$ cat src/rtl/risc_v_pkg.sv
// Shared encodings for the multicycle RISC-V control unit: FSM states,
// opcodes, ALU operation codes, immediate formats and datapath mux selects.
package risc_v_pkg;

    typedef enum logic [3:0] {
        S_FETCH    = 4'd0,
        S_DECODE   = 4'd1,
        S_MEMADR   = 4'd2,
        S_MEMREAD  = 4'd3,
        S_MEMWB    = 4'd4,
        S_MEMWRITE = 4'd5,
        S_EXECR    = 4'd6,
        S_EXECI    = 4'd7,
        S_ALUWB    = 4'd8,
        S_BRANCH   = 4'd9,
        S_JAL      = 4'd10,
        S_JALR     = 4'd11,
        S_JALRWB   = 4'd12,
        S_LUI      = 4'd13,
        S_ERROR    = 4'd14
    } state_t;

    localparam logic [6:0] OP_LOAD   = 7'b0000011;
    localparam logic [6:0] OP_STORE  = 7'b0100011;
    localparam logic [6:0] OP_RTYPE  = 7'b0110011;
    localparam logic [6:0] OP_ITYPE  = 7'b0010011;
    localparam logic [6:0] OP_BRANCH = 7'b1100011;
    localparam logic [6:0] OP_JAL    = 7'b1101111;
    localparam logic [6:0] OP_JALR   = 7'b1100111;
    localparam logic [6:0] OP_LUI    = 7'b0110111;

    localparam logic [4:0] ALU_ADD = 5'b00010;
    localparam logic [4:0] ALU_SUB = 5'b01010;
    localparam logic [4:0] ALU_OR  = 5'b00111;
    localparam logic [4:0] ALU_AND = 5'b00011;
    localparam logic [4:0] ALU_SLL = 5'b00000;
    localparam logic [4:0] ALU_SRL = 5'b10000;
    localparam logic [4:0] ALU_SLT = 5'b00001;

    localparam logic [2:0] IMM_I = 3'b000;
    localparam logic [2:0] IMM_S = 3'b001;
    localparam logic [2:0] IMM_B = 3'b010;
    localparam logic [2:0] IMM_U = 3'b011;
    localparam logic [2:0] IMM_J = 3'b100;

    localparam logic [1:0] SRCA_PC    = 2'b00;
    localparam logic [1:0] SRCA_OLDPC = 2'b01;
    localparam logic [1:0] SRCA_RD1   = 2'b10;

    localparam logic [1:0] SRCB_RD2  = 2'b00;
    localparam logic [1:0] SRCB_IMM  = 2'b01;
    localparam logic [1:0] SRCB_FOUR = 2'b10;

    localparam logic [1:0] RES_ALUOUT = 2'b00;
    localparam logic [1:0] RES_MEM    = 2'b01;
    localparam logic [1:0] RES_ALURES = 2'b10;
    localparam logic [1:0] RES_IMM    = 2'b11;

    // Immediate format the decode cycle must present for a given opcode
    // (instructions without an immediate fall back to the I format).
    function automatic logic [2:0] imm_src_for(input logic [6:0] opcode);
        case (opcode)
            OP_STORE:  return IMM_S;
            OP_BRANCH: return IMM_B;
            OP_LUI:    return IMM_U;
            OP_JAL:    return IMM_J;
            default:   return IMM_I;
        endcase
    endfunction

endpackage

$ cat src/rtl/risc_v_alu_decoder.sv
// Maps funct3/funct7b5 to an ALU operation. Branches always compare by
// subtraction; only register-register instructions may select sub.
module risc_v_alu_decoder
    import risc_v_pkg::*;
(
    input  logic [2:0] Funct3,
    input  logic       Funct7b5,
    input  logic       IsRType,
    input  logic       IsBranch,
    output logic [4:0] ALUControl
);

    // Pure combinational operation select.
    always_comb begin
        ALUControl = ALU_ADD;
        if (IsBranch) begin
            ALUControl = ALU_SUB;
        end else begin
            case (Funct3)
                3'b000:  ALUControl = (IsRType && Funct7b5) ? ALU_SUB : ALU_ADD;
                3'b110:  ALUControl = ALU_OR;
                3'b111:  ALUControl = ALU_AND;
                3'b001:  ALUControl = ALU_SLL;
                3'b101:  ALUControl = ALU_SRL;
                3'b010:  ALUControl = ALU_SLT;
                default: ALUControl = ALU_ADD;
            endcase
        end
    end

endmodule

$ cat src/rtl/risc_v_mc_control.sv
// Multicycle RISC-V control FSM. Outputs are decoded from the current state
// only, qualified by this cycle's MemReady/Zero/Negative where noted.
// Memory handshake: in FETCH, MEMREAD and MEMWRITE the access is presented
// every cycle and completes in the cycle MemReady is 1; a run of
// STALL_LIMIT cycles with MemReady low is treated as a dead memory (ERROR).
module risc_v_mc_control
    import risc_v_pkg::*;
#(
    parameter int STALL_LIMIT = 255
) (
    input  logic        CLK,
    input  logic        ResetN,
    input  logic [31:0] Instr,
    input  logic        Zero,
    input  logic        Negative,
    input  logic        MemReady,
    output logic        PCWrite,
    output logic        IRWrite,
    output logic        RegWrite,
    output logic        MemWrite,
    output logic        AdrSrc,
    output logic [1:0]  ALUSrcA,
    output logic [1:0]  ALUSrcB,
    output logic [1:0]  ResultSrc,
    output logic [2:0]  ImmSrc,
    output logic [4:0]  ALUControl,
    output logic        InstrDone,
    output logic        Fault,
    output logic [3:0]  DbgState
);

    localparam int CW = (STALL_LIMIT < 2) ? 1 : $clog2(STALL_LIMIT + 1);
    localparam logic [CW-1:0] CNT_LAST = CW'(STALL_LIMIT - 1);

    state_t        state_q, state_d;
    logic [CW-1:0] cnt_q, cnt_d;
    logic          stall;
    logic [4:0]    dec_alu;

    wire  [6:0] opcode   = Instr[6:0];
    wire  [2:0] funct3   = Instr[14:12];
    wire        funct7b5 = Instr[30];
    logic       unused_instr;
    assign unused_instr = ^{Instr[31], Instr[29:15], Instr[11:7]};

    risc_v_alu_decoder u_alu_dec (
        .Funct3     (funct3),
        .Funct7b5   (funct7b5),
        .IsRType    (state_q == S_EXECR),
        .IsBranch   (state_q == S_BRANCH),
        .ALUControl (dec_alu)
    );

    assign stall    = (state_q inside {S_FETCH, S_MEMREAD, S_MEMWRITE}) && !MemReady;
    assign DbgState = state_q;

    // Next state and stall counter; the counter is zero everywhere except
    // during a run of stalled memory cycles.
    always_comb begin
        state_d = state_q;
        cnt_d   = '0;
        case (state_q)
            S_FETCH:    if (MemReady) state_d = S_DECODE;
            S_DECODE: begin
                case (opcode)
                    OP_LOAD, OP_STORE: state_d = S_MEMADR;
                    OP_RTYPE:          state_d = S_EXECR;
                    OP_ITYPE:          state_d = S_EXECI;
                    OP_BRANCH:         state_d = S_BRANCH;
                    OP_JAL:            state_d = S_JAL;
                    OP_JALR:           state_d = S_JALR;
                    OP_LUI:            state_d = S_LUI;
                    default:           state_d = S_ERROR;
                endcase
            end
            S_MEMADR:   state_d = (opcode == OP_STORE) ? S_MEMWRITE : S_MEMREAD;
            S_MEMREAD:  if (MemReady) state_d = S_MEMWB;
            S_MEMWB:    state_d = S_FETCH;
            S_MEMWRITE: if (MemReady) state_d = S_FETCH;
            S_EXECR,
            S_EXECI:    state_d = S_ALUWB;
            S_ALUWB:    state_d = S_FETCH;
            S_BRANCH:   state_d = S_FETCH;
            S_JAL:      state_d = S_ALUWB;
            S_JALR:     state_d = S_JALRWB;
            S_JALRWB:   state_d = S_FETCH;
            S_LUI:      state_d = S_FETCH;
            S_ERROR:    state_d = S_ERROR;
            default:    state_d = S_ERROR;
        endcase
        if (stall) begin
            cnt_d = cnt_q + CW'(1);
            if (cnt_q == CNT_LAST) state_d = S_ERROR;
        end
    end

    // State and stall counter registers, cleared asynchronously.
    always_ff @(posedge CLK or negedge ResetN) begin
        if (!ResetN) begin
            state_q <= S_FETCH;
            cnt_q   <= '0;
        end else begin
            state_q <= state_d;
            cnt_q   <= cnt_d;
        end
    end

    // Moore output decode; ERROR falls through to the all-zero defaults.
    always_comb begin
        PCWrite    = 1'b0;
        IRWrite    = 1'b0;
        RegWrite   = 1'b0;
        MemWrite   = 1'b0;
        AdrSrc     = 1'b0;
        ALUSrcA    = SRCA_PC;
        ALUSrcB    = SRCB_RD2;
        ResultSrc  = RES_ALUOUT;
        ImmSrc     = IMM_I;
        ALUControl = ALU_ADD;
        InstrDone  = 1'b0;
        Fault      = (state_q == S_ERROR);
        case (state_q)
            S_FETCH: begin
                ALUSrcB   = SRCB_FOUR;
                ResultSrc = RES_ALURES;
                IRWrite   = MemReady;
                PCWrite   = MemReady;
            end
            S_DECODE: begin
                ALUSrcA = SRCA_OLDPC;
                ALUSrcB = SRCB_IMM;
                ImmSrc  = imm_src_for(opcode);
            end
            S_MEMADR: begin
                ALUSrcA = SRCA_RD1;
                ALUSrcB = SRCB_IMM;
                ImmSrc  = (opcode == OP_STORE) ? IMM_S : IMM_I;
            end
            S_MEMREAD:  AdrSrc = 1'b1;
            S_MEMWB: begin
                ResultSrc = RES_MEM;
                RegWrite  = 1'b1;
                InstrDone = 1'b1;
            end
            S_MEMWRITE: begin
                AdrSrc    = 1'b1;
                MemWrite  = 1'b1;
                InstrDone = MemReady;
            end
            S_EXECR: begin
                ALUSrcA    = SRCA_RD1;
                ALUSrcB    = SRCB_RD2;
                ALUControl = dec_alu;
            end
            S_EXECI: begin
                ALUSrcA    = SRCA_RD1;
                ALUSrcB    = SRCB_IMM;
                ImmSrc     = IMM_I;
                ALUControl = dec_alu;
            end
            S_ALUWB: begin
                ResultSrc = RES_ALUOUT;
                RegWrite  = 1'b1;
                InstrDone = 1'b1;
            end
            S_BRANCH: begin
                ALUSrcA    = SRCA_RD1;
                ALUSrcB    = SRCB_RD2;
                ALUControl = dec_alu;
                ResultSrc  = RES_ALUOUT;
                InstrDone  = 1'b1;
                case (funct3)
                    3'b000:  PCWrite = Zero;
                    3'b001:  PCWrite = !Zero;
                    3'b100:  PCWrite = Negative;
                    3'b101:  PCWrite = !Negative;
                    default: PCWrite = 1'b0;
                endcase
            end
            S_JAL: begin
                ALUSrcA   = SRCA_OLDPC;
                ALUSrcB   = SRCB_FOUR;
                ResultSrc = RES_ALUOUT;
                ImmSrc    = IMM_J;
                PCWrite   = 1'b1;
            end
            S_JALR: begin
                ALUSrcA   = SRCA_RD1;
                ALUSrcB   = SRCB_IMM;
                ImmSrc    = IMM_I;
                ResultSrc = RES_ALURES;
                PCWrite   = 1'b1;
            end
            S_JALRWB: begin
                ALUSrcA   = SRCA_OLDPC;
                ALUSrcB   = SRCB_FOUR;
                ResultSrc = RES_ALURES;
                RegWrite  = 1'b1;
                InstrDone = 1'b1;
            end
            S_LUI: begin
                ImmSrc    = IMM_U;
                ResultSrc = RES_IMM;
                RegWrite  = 1'b1;
                InstrDone = 1'b1;
            end
            default: ;
        endcase
    end

endmodule

$ cat config.mk
export PLATFORM = sky130hd
export DESIGN_NAME = risc_v_mc_control
export DESIGN_NICKNAME = d
export VERILOG_FILES = /design/src/rtl/risc_v_pkg.sv /design/src/rtl/risc_v_alu_decoder.sv /design/src/rtl/risc_v_mc_control.sv
export SDC_FILE = /design/constraint.sdc
export NUM_CORES = 1
export LEC_CHECK = 0
export CAP_MARGIN = 5
export CORE_MARGIN = 2
export CORE_UTILIZATION = 35
export DETAILED_ROUTE_END_ITERATION = 10
export DONT_BUFFER_PORTS = 1
export HOLD_SLACK_MARGIN = 0.02
export PLACE_DENSITY_LB_ADDON = 0.15
export SYNTH_ARGS = -nofsm -noshare
export SYNTH_HDL_FRONTEND = slang
export SYNTH_SLANG_ARGS = --single-unit
$ cat constraint.sdc
create_clock -name CLK -period 1.65 [get_ports CLK]
set_input_delay 0.2475 -clock CLK [delete_from_list [all_inputs] [get_ports CLK]]
set_output_delay 0.2475 -clock CLK [all_outputs]
set_load 0.02 [all_outputs]
Word-level counts from Yosys, hierarchy flattened:

Cells that the tools add are included.

* bits of input ports: 37
* output and inout bits: 25
* bits in registers: 12

* $add $sub $neg: 1
* reduce and logical (&&, ||, !) cells: 20
* equality and inequality tests: 29
* multiplexer cells: 26

Operator list (count)
* case mux 4 bit (8 select lines): 1
* case mux 5 bit (6 select lines): 1
* equality test 4 bit (second input constant): 7
* case mux 4 bit (7 select lines): 1
* two-way mux 4 bit: 6
* case mux 3 bit (4 select lines): 2
* equality test 7 x 6 -> 1 bit (second input constant): 3
* equality test 7 bit (second input constant): 3
* equality test 4 x 3 -> 1 bit (second input constant): 4
* OR reduction 3 bit: 5
* equality test 3 bit (second input constant): 4
* two-way mux 5 bit: 2
* OR reduction 5 bit: 2
* adder 8 x 1 -> 8 bit (second input constant): 1
* equality test 4 x 2 -> 1 bit (second input constant): 2
* equality test 8 bit (second input constant): 1
* two-way mux 8 bit: 1
* case mux 2 bit (2 select lines): 2
* OR reduction 4 bit: 2
* equality test 7 x 2 -> 1 bit (second input constant): 1
* equality test 7 x 5 -> 1 bit (second input constant): 1
* case mux 2 bit (3 select lines): 1
* OR reduction 2 bit: 3
* two-way mux 1 bit: 5
* 12 further kinds: 15

Longest topological paths before layout:

Gate-level depths: netlist of run 1.

* depth in word-level cells: 6
* depth in mapped cells: 6
* depth with buffers taken out: 5

Modules after synthesis:

Synthesis of run 1 repeated with hierarchy kept, for this count alone.

* cell total of the unflattened synthesis: 156
* area total of the unflattened synthesis: 1173.6 um2

By module, submodules not included
* risc_v_mc_control: times used 1, cells each 146, area each 1097.3 um2, sequential area each 300.3 um2
* risc_v_alu_decoder: times used 1, cells each 10, area each 76.3 um2, sequential area each 0.0 um2

Worst setup path after synthesis of run 1:

No wires, ideal clock.

* kind: reg2out
* start: reg state_q[2], in the netlist DbgState[2]
* end: out PCWrite
* cell stages (with the launch flop): 5
* setup slack: -0.322 ns
* arrival time: 1.725 ns
* data required time: 1.402 ns
* path through: dfrtp_1 buf_6 or2_1 nor4b_2 o21bai_1

* longest elaborated chain between the ends: 3
* elaborated cells on any way between the ends: 6

Ends and longest elaborated chain
* start: declaration: line risc_v_mc_control.sv:35 `state_t state_q, state_d;`
* start signal: assignment: line risc_v_mc_control.sv:103 `state_q <= state_d;`
* equality test 4 bit: line risc_v_mc_control.sv:122 `case (state_q)`
* OR reduction 2 bit (no line)
* case mux 1 bit (3 select lines) (*): line risc_v_mc_control.sv:122
* end: declaration: line risc_v_mc_control.sv:17 `output logic PCWrite,`

Mark *: on every way between the ends. The rest lies on a longest branch, timed or not.

Final worst setup path of run 1:

* start: reg state_q[3], in the netlist DbgState[3]
* end: out ImmSrc[0]

* longest elaborated chain between the ends: 2
* elaborated cells on any way between the ends: 5

Ends and longest elaborated chain
* equality test 4 bit, or another cell as far along: line risc_v_mc_control.sv:122
* case mux 3 bit (4 select lines) (*): line risc_v_mc_control.sv:122
* end: declaration: line risc_v_mc_control.sv:25 `output logic [2:0] ImmSrc,`

Marks and branches as above.

==> results of run 1 <==
## where the power goes
group	switching (mW)	total (mW)	leakage, nW	internal, mW
combinational	1.25	2.38	0.609	1.13
clock	0.101	0.235	0.0210	0.134
sequential	0.102	0.463	0.157	0.361
total	1.45	3.08	0.787	1.63
## per-layer routing
layer / part of all wire (%) / global-route usage (%) / vias to the layer above
met4: 0 / 3.65 / 0
met2: 54 / 33.1 / 35
met5: 0 / 0 / -
met1: 41 / 20.3 / 645
li1: - / - / 642
met3: 5.1 / 3.11 / 0
## Yosys cell counts (all sizes together), types with 4 or more instances
library cell,instances,share of area [%]
nand3,9,3.8
a21oi,12,5.1
nand2b,7,3.7
nor2,19,6.1
o21ai,7,3.0
nand2,16,5.1
and3,4,2.1
buf,5,2.7
dfrtp,12,26
nor3,6,3.0
inv,7,2.2
nand4,4,2.1
xor2,7,5.2
## path summary, 6_finish.rpt
path                                       startpoint                     to  slack [ps]  depth (start not counted)
worst max-delay path            DbgState[3]$_DFF_PN0_              ImmSrc[0]        -180                          3
worst min-delay path                         Instr[3]  DbgState[0]$_DFF_PN0_         160                          3
worst max register to register  DbgState[2]$_DFF_PN0_  DbgState[0]$_DFF_PN0_         -50                          6
worst min register to register     cnt_q[0]$_DFF_PN0_     cnt_q[0]$_DFF_PN0_         540                          1
max in group asynchronous                      ResetN  DbgState[3]$_DFF_PN0_         880                          1
min in group asynchronous                      ResetN     cnt_q[2]$_DFF_PN0_         390                          1
## final cells by class
type | instances | area [sq um] | share of cell area, %
inverter | 7 | 35.0 | 1.86
tap | 46 | 57.6 | 3.05
multi-input combinational | 126 | 1020 | 54.2
timing repair buffer | 47 | 430 | 22.8
sequential | 12 | 305 | 16.2
clock buffer | 4 | 36.3 | 1.92
## timing repair
item                                    in CTS  in global routing
pin swaps                                   15                 12
endpoints found under the setup margin      20                 21
resized for setup                           41                 17
hold buffers                                 1                  0
gates cloned                                 1                  0
hold endpoints to repair                    12                  0
setup buffers                                9                 10
## logic make-up (layout without fill, tap and decap cells)
family	Yosys count	after routing	share of synthesized area (%)
XOR/XNOR	9	9	6.72
adder cells (fa/ha/maj)	2	2	2.13
AND/OR/NAND/NOR	78	78	37.2
flip-flops	12	12	25.6
buffers and inverters	15	58	5.86
multiplexers	2	2	1.71
AO/OA/AOI/OAI	35	35	20.8
## worst max-delay path, stage by stage, from the launching register on
cell and delay, ps:
dfrtp_2 450, or2_4 280, o41a_1 360, o21ai_4 220
## cell usage in the layout (no fill, tap or decap), types with 5 or more instances in the layout
master / synthesis / layout
xor2_1: 7 / 7
nor2_1: 19 / 15
buf_4: 0 / 34
a21oi_1: 12 / 6
dfrtp_1: 12 / 8
nand2_1: 16 / 9
buf_6: 1 / 10
nand3_1: 9 / 9
inv_1: 7 / 5
## flip-flops by register name, summed over array words and instances (netlist names)
register and count:
cnt_q 8, DbgState 4
## stage by stage
| step | std cells | hold slack [ps] | util (%) | power, mW |
|---|---|---|---|---|
| 2_1_floorplan | 153 | -48.1 | - | 1.58 |
| 3_3_place_gp | 218 | -47.8 | 44.6 | 2.07 |
| 3_5_place_dp | 218 | -47.8 | 44.6 | 2.10 |
| 4_1_cts | 233 | 151 | 53.9 | 2.82 |
| 5_1_grt | 242 | 168 | 57.5 | 3.25 |
| 6_report | 242 | 157 | 57.5 | 3.08 |
==> results by group, run 1 <==
Routing
  – Drt drc: 0
  – Drt total wl: 3640 um
  – Vias: 1322
  – DRT antenna net count: 0
  – WL/cell: 15.0 um
  – Iteration-0 DRC Markers: 70
  – DR vias/cell: 5.46
  – DRT Pass-1 Iters: 4

Layout
  – Layout cell share with drive strength beyond 1: 48.0%
  – Fill count: 306
  – Layout net count: 236
  – # diodes: 0
  – Layout area overhead: 60.9%
  – Design area: 0.00189 sq mm

Yosys
  – Yosys reg bits: 12
  – Synth cell types: 44
  – Synth warnings: 0
  – Post-synthesis sequential area ratio: 25.6%
  – FFs w/ async S/R, synth: 100%
  – Mapped Area: 0.00117 sq mm
  – EDFF count, synth: 0
  – Post-synth top flop: dfrtp_1
  – Syn Area/Cell: 7.67 sq um
  – Gate Count Post-Synth: 153
  – Syn_nets: 192

Global route
  – Largest net degree at the start of global routing: 13
  – Initial antenna violation count: 0
  – GRT overflow: 0
  – GRT Overall Usage: 17.4%
  – First-pass GRT wire length: 5040 um
  – Vias in the first global route: 1195

CTS
  – Root Driver: clkbuf_4
  – Skew-Pair Late Insertion Delay: 270 ps
  – Clock buffer depth: 2
  – Worst-path clk slew: 80 ps
  – TritonCTS clock tree: built
  – CTS Sinks: 12
  – Cts bufs inserted: 3
  – H-Tree Level Count: 1

Outcome
  – Failing checks: negative setup slack
  – Status: finished, violations left

Timing
  – Max-slew headroom: 64.4%
  – Setup TNS: -1420 ps
  – Final Setup Violations: 20
  – Max Clock Freq: 546 MHz
  – Fin. max-slew vios: 0
  – Slew @ Worst Pin: 533 ps
  – Tcrit/Tclk final: 111%
  – Final worst slack: -181 ps
  – Final hold violations: 0
  – Worst Skew: 1.68 ps
  – RSZ-0062 raised after global routing: true
  – Crit path time final: 1830 ps

Power
  – Power Density: 1630 mW/mm^2
  – Worst IR Drop VDD: 0.542 mV
  – Static Leak: 0.787 nW

Floorplanning
  – Die area: 0.00383 sq mm
  – Die X-Extent: 61.9 um
  – Die height: 61.9 um
  – CORE AREA: 0.00328 sq mm
  – IO Pins: 62
  – # rows: 21
  – Initial Util: 35.7%

Setup path
  – Endpoint type of the worst setup path: output port
  – Critical path type: reg2out
  – Crit path max fanout: 5
  – WP data required: 1400 ps
  – Setup crit start kind: flip-flop
  – Crit path arrival time: 1580 ps

Placed design
  – Buffers on Ports: 0
  – Pre-CTS setup slack: 15.7 ps
  – Area post-placement: 0.00147 sq mm
  – GP Congestion: 0.736
  – Hpwl dp: 2480 um

Min path
  – Hold crit path type: in2reg

Job
  – Total of max-cap violations: 0
(Power assumes the default switching activity.)
==> inputs of run 2 (changes only) <==
Settings changed: SKIP_CTS_REPAIR_TIMING set to 1.
Clock period 1.65 ns to 2.15 ns, I/O delays scaled along.
==> results by group, run 2 (synthesized netlist as in run 1, its figures left out) <==
Outcome
  – Status: finished, final reports clean (was finished, violations left)

Floorplanning
  – Initial Util: 35.7% (unchanged)
  – Die area: 0.00383 sq mm (unchanged)
  – CORE AREA: 0.00328 sq mm (unchanged)
  – # rows: 21 (unchanged)
  – Die height: 61.9 um (unchanged)
  – IO Pins: 62 (unchanged)
  – Die X-Extent: 61.9 um (unchanged)

CTS
  – Clock buffer depth: 2 (unchanged)
  – Cts bufs inserted: 3 (unchanged)
  – Skew-Pair Late Insertion Delay: 270 ps (about the same)
  – H-Tree Level Count: 1 (unchanged)
  – Root Driver: clkbuf_4 (unchanged)
  – TritonCTS clock tree: built (unchanged)
  – Worst-path clk slew: 70 ps (was 80 ps)
  – CTS Sinks: 12 (unchanged)

Timing
  – Tcrit/Tclk final: 93.3%
  – Worst Skew: 2.80 ps (was 1.68 ps)
  – Fin. max-slew vios: 0 (unchanged)
  – Crit path time final: 2010 ps
  – Slew @ Worst Pin: 633 ps (was 533 ps)
  – Setup TNS: 0 ps (was -1420 ps)
  – RSZ-0062 raised after global routing: false (was true)
  – Final Setup Violations: 0 (was 20)
  – Max-slew headroom: 57.3% (was 64.4%)
  – Final hold violations: 0 (unchanged)
  – Max Clock Freq: 498 MHz

Setup path
  – Critical path type: reg2out (unchanged)
  – WP data required: 1830 ps (was 1400 ps)
  – Endpoint type of the worst setup path: output port (unchanged)
  – Crit path max fanout: 16 (was 5)
  – Setup crit start kind: flip-flop (unchanged)
  – Crit path arrival time: 1680 ps (was 1580 ps)

Routing
  – Vias: 1179 (was 1322)
  – WL/cell: 13.6 um (was 15.0 um)
  – Drt drc: 0 (unchanged)
  – Drt total wl: 2930 um (was 3640 um)
  – DRT Pass-1 Iters: 4 (unchanged)
  – DRT antenna net count: 0 (unchanged)
  – Iteration-0 DRC Markers: 78 (was 70)
  – DR vias/cell: 5.48 (was 5.46)

Layout
  – Layout area overhead: 17.0% (was 60.9%)
  – Design area: 0.00137 sq mm (was 0.00189 sq mm)
  – Most frequent cells in the layout: buf_4, nor2_1, nand2_1, a21oi_1, dfrtp_1 (was buf_4, nor2_1, buf_6, nand2_1, nand3_1)
  – Most flop-heavy register: cnt_q (unchanged)
  – # diodes: 0 (unchanged)
  – Most common cell after layout, fill and taps aside: buf_4 (unchanged)
  – Largest register FFs: 8 (unchanged)
  – Layout net count: 210 (was 236)
  – Layout cell share with drive strength beyond 1: 18.3% (was 48.0%)
  – Fin util: 41.8% (was 57.5%)

Global route
  – First-pass GRT wire length: 4570 um (was 5040 um)
  – Initial antenna violation count: 0 (unchanged)
  – GRT Overall Usage: 16.0% (was 17.4%)
  – Largest net degree at the start of global routing: 20 (was 13)
  – Vias in the first global route: 1043 (was 1195)
  – GRT overflow: 0 (unchanged)

Power
  – Power Density: 1150 mW/mm^2 (was 1630 mW/mm^2)
  – Static Leak: 0.572 nW (was 0.787 nW)
  – Worst IR Drop VDD: 0.351 mV (was 0.542 mV)

Placed design
  – Buffers on Ports: 0 (unchanged)
  – GP Congestion: 0.751 (was 0.736)
  – Area post-placement: 0.00134 sq mm (was 0.00147 sq mm)
  – Hpwl dp: 2260 um (was 2480 um)

Job
  – Total of max-cap violations: 0 (unchanged)

Min path
  – Hold crit path type: in2reg (unchanged)
run 2: cell types whose count changed in the layout (fill, tap and decap cells not counted), moves of 6 or more:
cell | before | now
buf_4 | 34 | 20
nand2_1 | 9 | 16
buf_6 | 10 | 0
a21oi_1 | 6 | 12
run 2: path summary, 6_finish.rpt:
check | slack (ps) | cells past startpoint | endpoint | startpoint
max in group asynchronous | 1300 | 1 | DbgState[0]$_DFF_PN0_ | ResetN
max | 140 | 4 | AdrSrc | DbgState[1]$_DFF_PN0_
min in group asynchronous | 470 | 1 | cnt_q[2]$_DFF_PN0_ | ResetN
min reg2reg | 540 | 1 | cnt_q[0]$_DFF_PN0_ | cnt_q[0]$_DFF_PN0_
min | 250 | 3 | DbgState[0]$_DFF_PN0_ | Instr[3]
max reg2reg | 490 | 4 | DbgState[0]$_DFF_PN0_ | DbgState[1]$_DFF_PN0_
run 2: per-stage QoR:
stage	setup WS, ps	std cells	hold slack [ps]	total power, mW
after floorplan	103	153	26.9	1.13
after global placement	391	211	27.2	1.43
after detailed placement	373	211	27.2	1.44
after CTS	61.1	214	-277	1.58
after global routing	26.8	215	262	1.70
final	144	215	254	1.57
run 2: power breakdown:
part	total [mW]	internal (mW)	switching, mW
clock network	0.139	0.0648	0.0742
registers	0.372	0.272	0.100
logic	1.06	0.408	0.653
total	1.57	0.744	0.828
run 2: metal layers:
metal  track usage (%)  vias to the layer above  routed length [um]
li1                  -                      587                   -
met1              18.8                      549                1270
met2              29.2                       41                1440
met5                 0                        -                   0
met3              3.52                        2                 215
met4              4.56                        0                   8
run 2: worst max-delay path, cell delays in order (launching register included):
cell and delay, ps:
dfrtp_1 630, buf_4 270, nand2b_1 90, a211oi_1 240, buf_4 180
run 2: area by class of cell:
type | instances | area [sq um]
Clock buffer | 3 | 22.5
Sequential cell | 12 | 302
Tap cell | 46 | 57.6
Timing Repair Buffer | 21 | 160
Fill cell | 360 | 1910
Multi-Input combinational cell | 126 | 805
Inverter | 7 | 26.3
